===== config.mk =====
export PLATFORM = sky130hd
export DESIGN_NAME = alu_arbiter
export DESIGN_NICKNAME = d
export VERILOG_FILES = /design/src/rtl/alu_arbiter.sv
export SDC_FILE = /design/constraint.sdc
export NUM_CORES = 1
export LEC_CHECK = 0
export CAP_MARGIN = 10
export CORE_AREA = 2 2 133 135
export CTS_CLUSTER_DIAMETER = 80
export DETAILED_ROUTE_END_ITERATION = 8
export DIE_AREA = 0 0 135 137
export GPL_TIMING_DRIVEN = 0
export PLACE_DENSITY = 0.81
export SYNTH_ARGS = -nofsm -noshare
export SYNTH_HDL_FRONTEND = slang
export SYNTH_SLANG_ARGS = --single-unit

===== constraint.sdc =====
create_clock -name clock -period 3.41 [get_ports clock]
set_input_delay 0.8525 -clock clock [delete_from_list [all_inputs] [get_ports clock]]
set_output_delay 0.8525 -clock clock [all_outputs]
set_load 0.03 [all_outputs]

===== src/rtl/alu_arbiter.sv =====
// alu_arbiter: shares one combinational ALU between two requesters (IDLE -> DRIVE -> RESP).
// Optional macro ALU_ARB_FIXED_PRIO_EN: requester 0 always wins and no grant pointer is kept.
module alu_arbiter #(
    parameter int unsigned SETTLE = 32'd1
) (
    input  logic        clock,
    input  logic        reset_n,
    input  logic        rq0_valid,
    output logic        rq0_ready,
    input  logic [5:0]  rq0_op,
    input  logic [31:0] rq0_a,
    input  logic [31:0] rq0_b,
    input  logic [15:0] rq0_value,
    input  logic        rq0_highlow,
    input  logic        rq1_valid,
    output logic        rq1_ready,
    input  logic [5:0]  rq1_op,
    input  logic [31:0] rq1_a,
    input  logic [31:0] rq1_b,
    input  logic [15:0] rq1_value,
    input  logic        rq1_highlow,
    output logic [5:0]  alu_instr,
    output logic [31:0] alu_a,
    output logic [31:0] alu_b,
    output logic [15:0] alu_value,
    output logic        alu_highlow,
    input  logic [31:0] alu_c,
    input  logic        alu_f3,
    output logic        rsp_valid,
    input  logic        rsp_ready,
    output logic        rsp_id,
    output logic [31:0] rsp_data,
    output logic        rsp_flag,
    output logic        rsp_err,
    output logic        busy
);

    typedef enum logic [1:0] {
        IDLE  = 2'd0,
        DRIVE = 2'd1,
        RESP  = 2'd2
    } state_t;

    localparam logic [2:0] SETTLE_LAST = 3'(SETTLE - 32'd1);
    localparam logic [5:0] ALU_IDLE_OP = 6'h3F;

    function automatic logic is_cmp_op(input logic [5:0] op);
        return (op >= 6'd8) && (op <= 6'd13);
    endfunction

    function automatic logic is_legal_op(input logic [5:0] op);
        return op < 6'd16;
    endfunction

    state_t      state_q;
    logic [2:0]  cnt_q;
    logic        id_q;
    logic        busy_q;
    logic [5:0]  alu_instr_q;
    logic [31:0] alu_a_q;
    logic [31:0] alu_b_q;
    logic [15:0] alu_value_q;
    logic        alu_highlow_q;
    logic        rsp_valid_q;
    logic        rsp_id_q;
    logic [31:0] rsp_data_q;
    logic        rsp_flag_q;
    logic        rsp_err_q;
`ifndef ALU_ARB_FIXED_PRIO_EN
    logic        last_q;
`endif

    logic        grant0_s;
    logic        grant1_s;
    logic        accept_s;
    logic        sel_id_s;
    logic [5:0]  sel_op_s;
    logic [31:0] sel_a_s;
    logic [31:0] sel_b_s;
    logic [15:0] sel_value_s;
    logic        sel_highlow_s;

    // Arbitration winner among the valid requesters
    always_comb begin
        grant0_s = 1'b0;
        grant1_s = 1'b0;
`ifdef ALU_ARB_FIXED_PRIO_EN
        if (rq0_valid) begin
            grant0_s = 1'b1;
        end else if (rq1_valid) begin
            grant1_s = 1'b1;
        end else begin
            grant0_s = 1'b0;
        end
`else
        // last_q holds the id granted most recently; the other side wins a tie
        if (rq0_valid && rq1_valid) begin
            grant0_s = last_q;
            grant1_s = ~last_q;
        end else if (rq0_valid) begin
            grant0_s = 1'b1;
        end else if (rq1_valid) begin
            grant1_s = 1'b1;
        end else begin
            grant0_s = 1'b0;
        end
`endif
    end

    assign rq0_ready = (state_q == IDLE) && grant0_s;
    assign rq1_ready = (state_q == IDLE) && grant1_s;
    assign accept_s  = rq0_ready || rq1_ready;

    // Operand mux for the winning requester
    always_comb begin
        if (grant1_s) begin
            sel_id_s      = 1'b1;
            sel_op_s      = rq1_op;
            sel_a_s       = rq1_a;
            sel_b_s       = rq1_b;
            sel_value_s   = rq1_value;
            sel_highlow_s = rq1_highlow;
        end else begin
            sel_id_s      = 1'b0;
            sel_op_s      = rq0_op;
            sel_a_s       = rq0_a;
            sel_b_s       = rq0_b;
            sel_value_s   = rq0_value;
            sel_highlow_s = rq0_highlow;
        end
    end

    // Control FSM; the alu_* registers double as the latched request
    always_ff @(posedge clock or negedge reset_n) begin
        if (!reset_n) begin
            state_q       <= IDLE;
            cnt_q         <= 3'd0;
            id_q          <= 1'b0;
            busy_q        <= 1'b0;
            alu_instr_q   <= ALU_IDLE_OP;
            alu_a_q       <= 32'd0;
            alu_b_q       <= 32'd0;
            alu_value_q   <= 16'd0;
            alu_highlow_q <= 1'b0;
            rsp_valid_q   <= 1'b0;
            rsp_id_q      <= 1'b0;
            rsp_data_q    <= 32'd0;
            rsp_flag_q    <= 1'b0;
            rsp_err_q     <= 1'b0;
`ifndef ALU_ARB_FIXED_PRIO_EN
            last_q        <= 1'b1;
`endif
        end else begin
            case (state_q)
                IDLE: begin
                    if (accept_s) begin
                        id_q   <= sel_id_s;
                        busy_q <= 1'b1;
`ifndef ALU_ARB_FIXED_PRIO_EN
                        last_q <= sel_id_s;
`endif
                        if (is_legal_op(sel_op_s)) begin
                            state_q       <= DRIVE;
                            cnt_q         <= SETTLE_LAST;
                            alu_instr_q   <= sel_op_s;
                            alu_a_q       <= sel_a_s;
                            alu_b_q       <= sel_b_s;
                            alu_value_q   <= sel_value_s;
                            alu_highlow_q <= sel_highlow_s;
                        end else begin
                            // Illegal opcode never reaches the ALU
                            state_q     <= RESP;
                            rsp_valid_q <= 1'b1;
                            rsp_id_q    <= sel_id_s;
                            rsp_data_q  <= 32'd0;
                            rsp_flag_q  <= 1'b0;
                            rsp_err_q   <= 1'b1;
                        end
                    end else begin
                        busy_q <= 1'b0;
                    end
                end
                DRIVE: begin
                    if (cnt_q == 3'd0) begin
                        state_q       <= RESP;
                        rsp_valid_q   <= 1'b1;
                        rsp_id_q      <= id_q;
                        rsp_data_q    <= alu_c;
                        rsp_flag_q    <= is_cmp_op(alu_instr_q) ? alu_f3 : 1'b0;
                        rsp_err_q     <= 1'b0;
                        alu_instr_q   <= ALU_IDLE_OP;
                        alu_a_q       <= 32'd0;
                        alu_b_q       <= 32'd0;
                        alu_value_q   <= 16'd0;
                        alu_highlow_q <= 1'b0;
                    end else begin
                        cnt_q <= cnt_q - 3'd1;
                    end
                end
                RESP: begin
                    if (rsp_ready) begin
                        state_q     <= IDLE;
                        rsp_valid_q <= 1'b0;
                        busy_q      <= 1'b0;
                    end else begin
                        rsp_valid_q <= 1'b1;
                    end
                end
                default: begin
                    state_q       <= IDLE;
                    busy_q        <= 1'b0;
                    rsp_valid_q   <= 1'b0;
                    alu_instr_q   <= ALU_IDLE_OP;
                    alu_a_q       <= 32'd0;
                    alu_b_q       <= 32'd0;
                    alu_value_q   <= 16'd0;
                    alu_highlow_q <= 1'b0;
                end
            endcase
        end
    end

    assign alu_instr   = alu_instr_q;
    assign alu_a       = alu_a_q;
    assign alu_b       = alu_b_q;
    assign alu_value   = alu_value_q;
    assign alu_highlow = alu_highlow_q;
    assign rsp_valid   = rsp_valid_q;
    assign rsp_id      = rsp_id_q;
    assign rsp_data    = rsp_data_q;
    assign rsp_flag    = rsp_flag_q;
    assign rsp_err     = rsp_err_q;
    assign busy        = busy_q;

endmodule


==> metrics <==
outcome=finished, final reports clean; maximum number of pins on one net before global-route repair=84; setup skew after layout=0.008933 ns; Post-Layout Cell Count=just over 1,000; synthesized netlist net count=651; clock network latency to the later pin of the worst-skew pair=between 0.4 and 0.5 ns; combined global-route utilization of all metal layers=slightly above 20%; most used cells in the layout excluding fill and tap cells=334 x sky130_fd_sc_hd__clkdlybuf4s50_1, 124 x sky130_fd_sc_hd__dfrtp_1, 86 x sky130_fd_sc_hd__mux2i_1; Crit path required time=about 2.6 ns; total wirelength of the detailed-routed design=19,020 um; Reg area=around 0.0033 sq mm; H-tree depth=4; post-route core utilization=between 50% and 60%; core footprint=0.01706 sq mm; fraction of final layout cells with drive strength greater than 1=around 8.7%; hold buffers post-CTS=0; Crit Path Max Fanout=16; synthesis-to-finish area growth=74.89%; worst-case headroom to the max-slew limit=25.03%; GPL Wtd Cong=0.8041; CTS buffer count=17; clock root buffer=sky130_fd_sc_hd__clkbuf_16; smallest setup slack after layout=~0.17 ns; worst supply voltage drop on vdd=approximately 0.41 mV; number of synthesized register bits=between 100 and 150; mean area per synthesized cell=roughly 13 sq um; wire length per cell=around 18 um; area of the mapped netlist=roughly 0.0057 sq mm; Detailed Routing Iterations Pass 1=4; Total Negative Setup Slacks=0 ns; largest buffer count on any clock path=2; fin crit share=a little over nine tenths; transition time at the pin with the least slew margin=1.110 ns; count of input and output buffers=~340; area used by multi-input combinational logic=~0.0022 sq mm; number of antenna violations at the first check in global routing=1; Post-route DRC=0; Die Y=137 um; initial core utilization=33.63%; WHS=roughly 0.37 ns; Setup crit end kind=primary output; via count of the first global-routing pass=a little over 5,000; die boundary width=between 100 and 150 um; Net count, final=~1,000; Worst Path Class, Setup=input pin to primary output; half-perimeter wire length after detailed placement=14,640 um; fill cell count=~1,500; first-pass GRT wire length=28,650 um; routed via count divided by cell count=slightly below 5; power density over cell area=825.8 mW/mm^2; commonest non-fill, non-tap cell in the layout=sky130_fd_sc_hd__clkdlybuf4s50_1; static leakage power=approximately 4.3 nW; Clock transition at path regs=approximately 0.06 ns; Hold Crit Class=input pin to asynchronous set/reset pin; total die area=approximately 0.018 sq mm; Setup Slack @ Placement=-0.5334 ns; cell total after placement=around 1,000; remaining global-route overflow=0; Boundary Pins=338; critical path arrival=~2.4 ns; Slew Limit Fails=0; standard-cell row count=48; detailed-route via count=5,047; setup repair after global routing missed its margin=no; violation count after the first detailed-route iteration=158; TritonCTS clock tree=built; crit path time final=roughly 3.2 ns; YS warnings=0; maximum frequency from static timing analysis=between 300 and 400 MHz; remaining antenna violation count=0; Setup violations, final=0; number of unique standard cell types used by synthesis=38; number of hold violations in the final report=0; max-cap violation count=0; number of standard cells after synthesis=roughly 440; Sink Count=between 100 and 150; Worst Setup Start Kind=input pin; register area share after synthesis=a little under three fifths
registers in the layout, summed over array words and instances (netlist names), 2 cells and up:
| signal | count |
|---|---|
| alu_b | 32 |
| rsp_data | 32 |
| alu_instr | 6 |
| cnt_q | 3 |
| alu_value | 16 |
| alu_a | 32 |
| state_q | 2 |
stage by stage:
step | cell area, sq um | power (W)
5_1_grt | 10030 | 0.008710
3_3_place_gp | 9390 | 0.006409
4_1_cts | 10030 | 0.008380
2_1_floorplan | 5736 | 0.004672
3_5_place_dp | 9419 | 0.006453
6_report | 10030 | 0.008284
layout make-up:
class | instances | share of cell area (%)
tap | 225 | 2.807
timing repair buffer | 338 | 33.95
clock buffer | 17 | 4.241
antenna | 1 | 0.02495
buffer | 36 | 1.796
inverter | 16 | 0.5987
multi-input combinational | 253 | 22.02
sequential | 131 | 32.77
clock inverter | 15 | 1.796
cells in the mapped netlist:
| library cell | instances | area share, % |
|---|---|---|
| sky130_fd_sc_hd__o311ai_0 | 1 | 0.15 |
| sky130_fd_sc_hd__a221o_1 | 1 | 0.17 |
| sky130_fd_sc_hd__o41ai_1 | 1 | 0.15 |
| sky130_fd_sc_hd__o2bb2ai_1 | 81 | 12 |
| sky130_fd_sc_hd__mux2_2 | 3 | 0.59 |
| sky130_fd_sc_hd__buf_1 | 1 | 0.065 |
| sky130_fd_sc_hd__a211o_1 | 1 | 0.15 |
| sky130_fd_sc_hd__nor2_1 | 7 | 0.46 |
| sky130_fd_sc_hd__a22o_1 | 32 | 4.9 |
| sky130_fd_sc_hd__mux2i_1 | 86 | 15 |
| sky130_fd_sc_hd__o21ai_0 | 4 | 0.35 |
| sky130_fd_sc_hd__nor3_1 | 2 | 0.17 |
| sky130_fd_sc_hd__clkbuf_1 | 12 | 0.79 |
| sky130_fd_sc_hd__o31ai_1 | 1 | 0.13 |
| sky130_fd_sc_hd__o311a_1 | 1 | 0.17 |
| sky130_fd_sc_hd__or3_1 | 1 | 0.11 |
| sky130_fd_sc_hd__and2_1 | 1 | 0.11 |
| sky130_fd_sc_hd__or3b_2 | 1 | 0.15 |
| sky130_fd_sc_hd__nand2_1 | 5 | 0.33 |
| sky130_fd_sc_hd__buf_2 | 20 | 1.7 |
| sky130_fd_sc_hd__dfstp_2 | 7 | 3.2 |
| sky130_fd_sc_hd__a31oi_1 | 2 | 0.22 |
| sky130_fd_sc_hd__o21a_1 | 1 | 0.13 |
| sky130_fd_sc_hd__buf_6 | 1 | 0.20 |
| sky130_fd_sc_hd__a22oi_1 | 4 | 0.52 |
| sky130_fd_sc_hd__inv_1 | 16 | 1.0 |
| sky130_fd_sc_hd__a21oi_1 | 4 | 0.35 |
| sky130_fd_sc_hd__a32o_1 | 1 | 0.17 |
| sky130_fd_sc_hd__ha_1 | 2 | 0.44 |
| sky130_fd_sc_hd__nand4_1 | 1 | 0.11 |
| sky130_fd_sc_hd__o21bai_1 | 2 | 0.26 |
| sky130_fd_sc_hd__buf_4 | 3 | 0.39 |
| sky130_fd_sc_hd__o22ai_1 | 1 | 0.11 |
| sky130_fd_sc_hd__a211oi_1 | 1 | 0.13 |
| sky130_fd_sc_hd__a21boi_1 | 1 | 0.13 |
| sky130_fd_sc_hd__nand2b_1 | 3 | 0.33 |
| sky130_fd_sc_hd__o21ai_1 | 1 | 0.087 |
| sky130_fd_sc_hd__dfrtp_1 | 124 | 54 |
worst max-delay path, cell delays in order:
cell,delay (ns)
sky130_fd_sc_hd__clkdlybuf4s50_1,0.55
sky130_fd_sc_hd__a21boi_1,0.18
sky130_fd_sc_hd__buf_4,0.29
sky130_fd_sc_hd__and2_1,0.20
sky130_fd_sc_hd__clkdlybuf4s15_2,0.32
routing by layer:
metal / track usage [%] / wire length (um) / vias to the layer above
met5: 0 / 0 / -
met4: 6.539 / 274 / 0
met3: 6.815 / 1659 / 22
met2: 33.98 / 9315 / 214
met1: 24.88 / 7774 / 2434
li1: - / - / 2377
where the power goes:
group	switching [W]	internal, W
combinational	0.00214	0.00177
clock	0.000718	0.00116
sequential	0.000338	0.00216
repair_timing:
item	CTS	global route
buffers inserted	0	0
endpoints found under the hold margin	0	0
gates resized for setup	5	2
setup endpoints to repair	1	2
pin swaps	0	0
cell families after synthesis:
family          share of synthesized area, %
simple gates                           1.767
fa+ha+maj                             0.4362
flops                                  57.31
compound gates                         20.66
buf+inv                                4.232
mux                                    15.60
worst paths after layout:
path                       cells past startpoint  startpoint        end  slack, ns
max                                            5   rq1_valid  rq1_ready       0.17
min                                            1     reset_n   alu_a[8]       0.37
max reg2reg                                   10    cnt_q[0]   alu_a[4]       0.80
min reg2reg                                    1   alu_a[13]  alu_a[13]       0.48
max in group asynchronous                      2     reset_n     last_q       2.24
min in group clock                             1   alu_a[13]  alu_a[13]       0.48
Power figures use the tool's default switching activity.
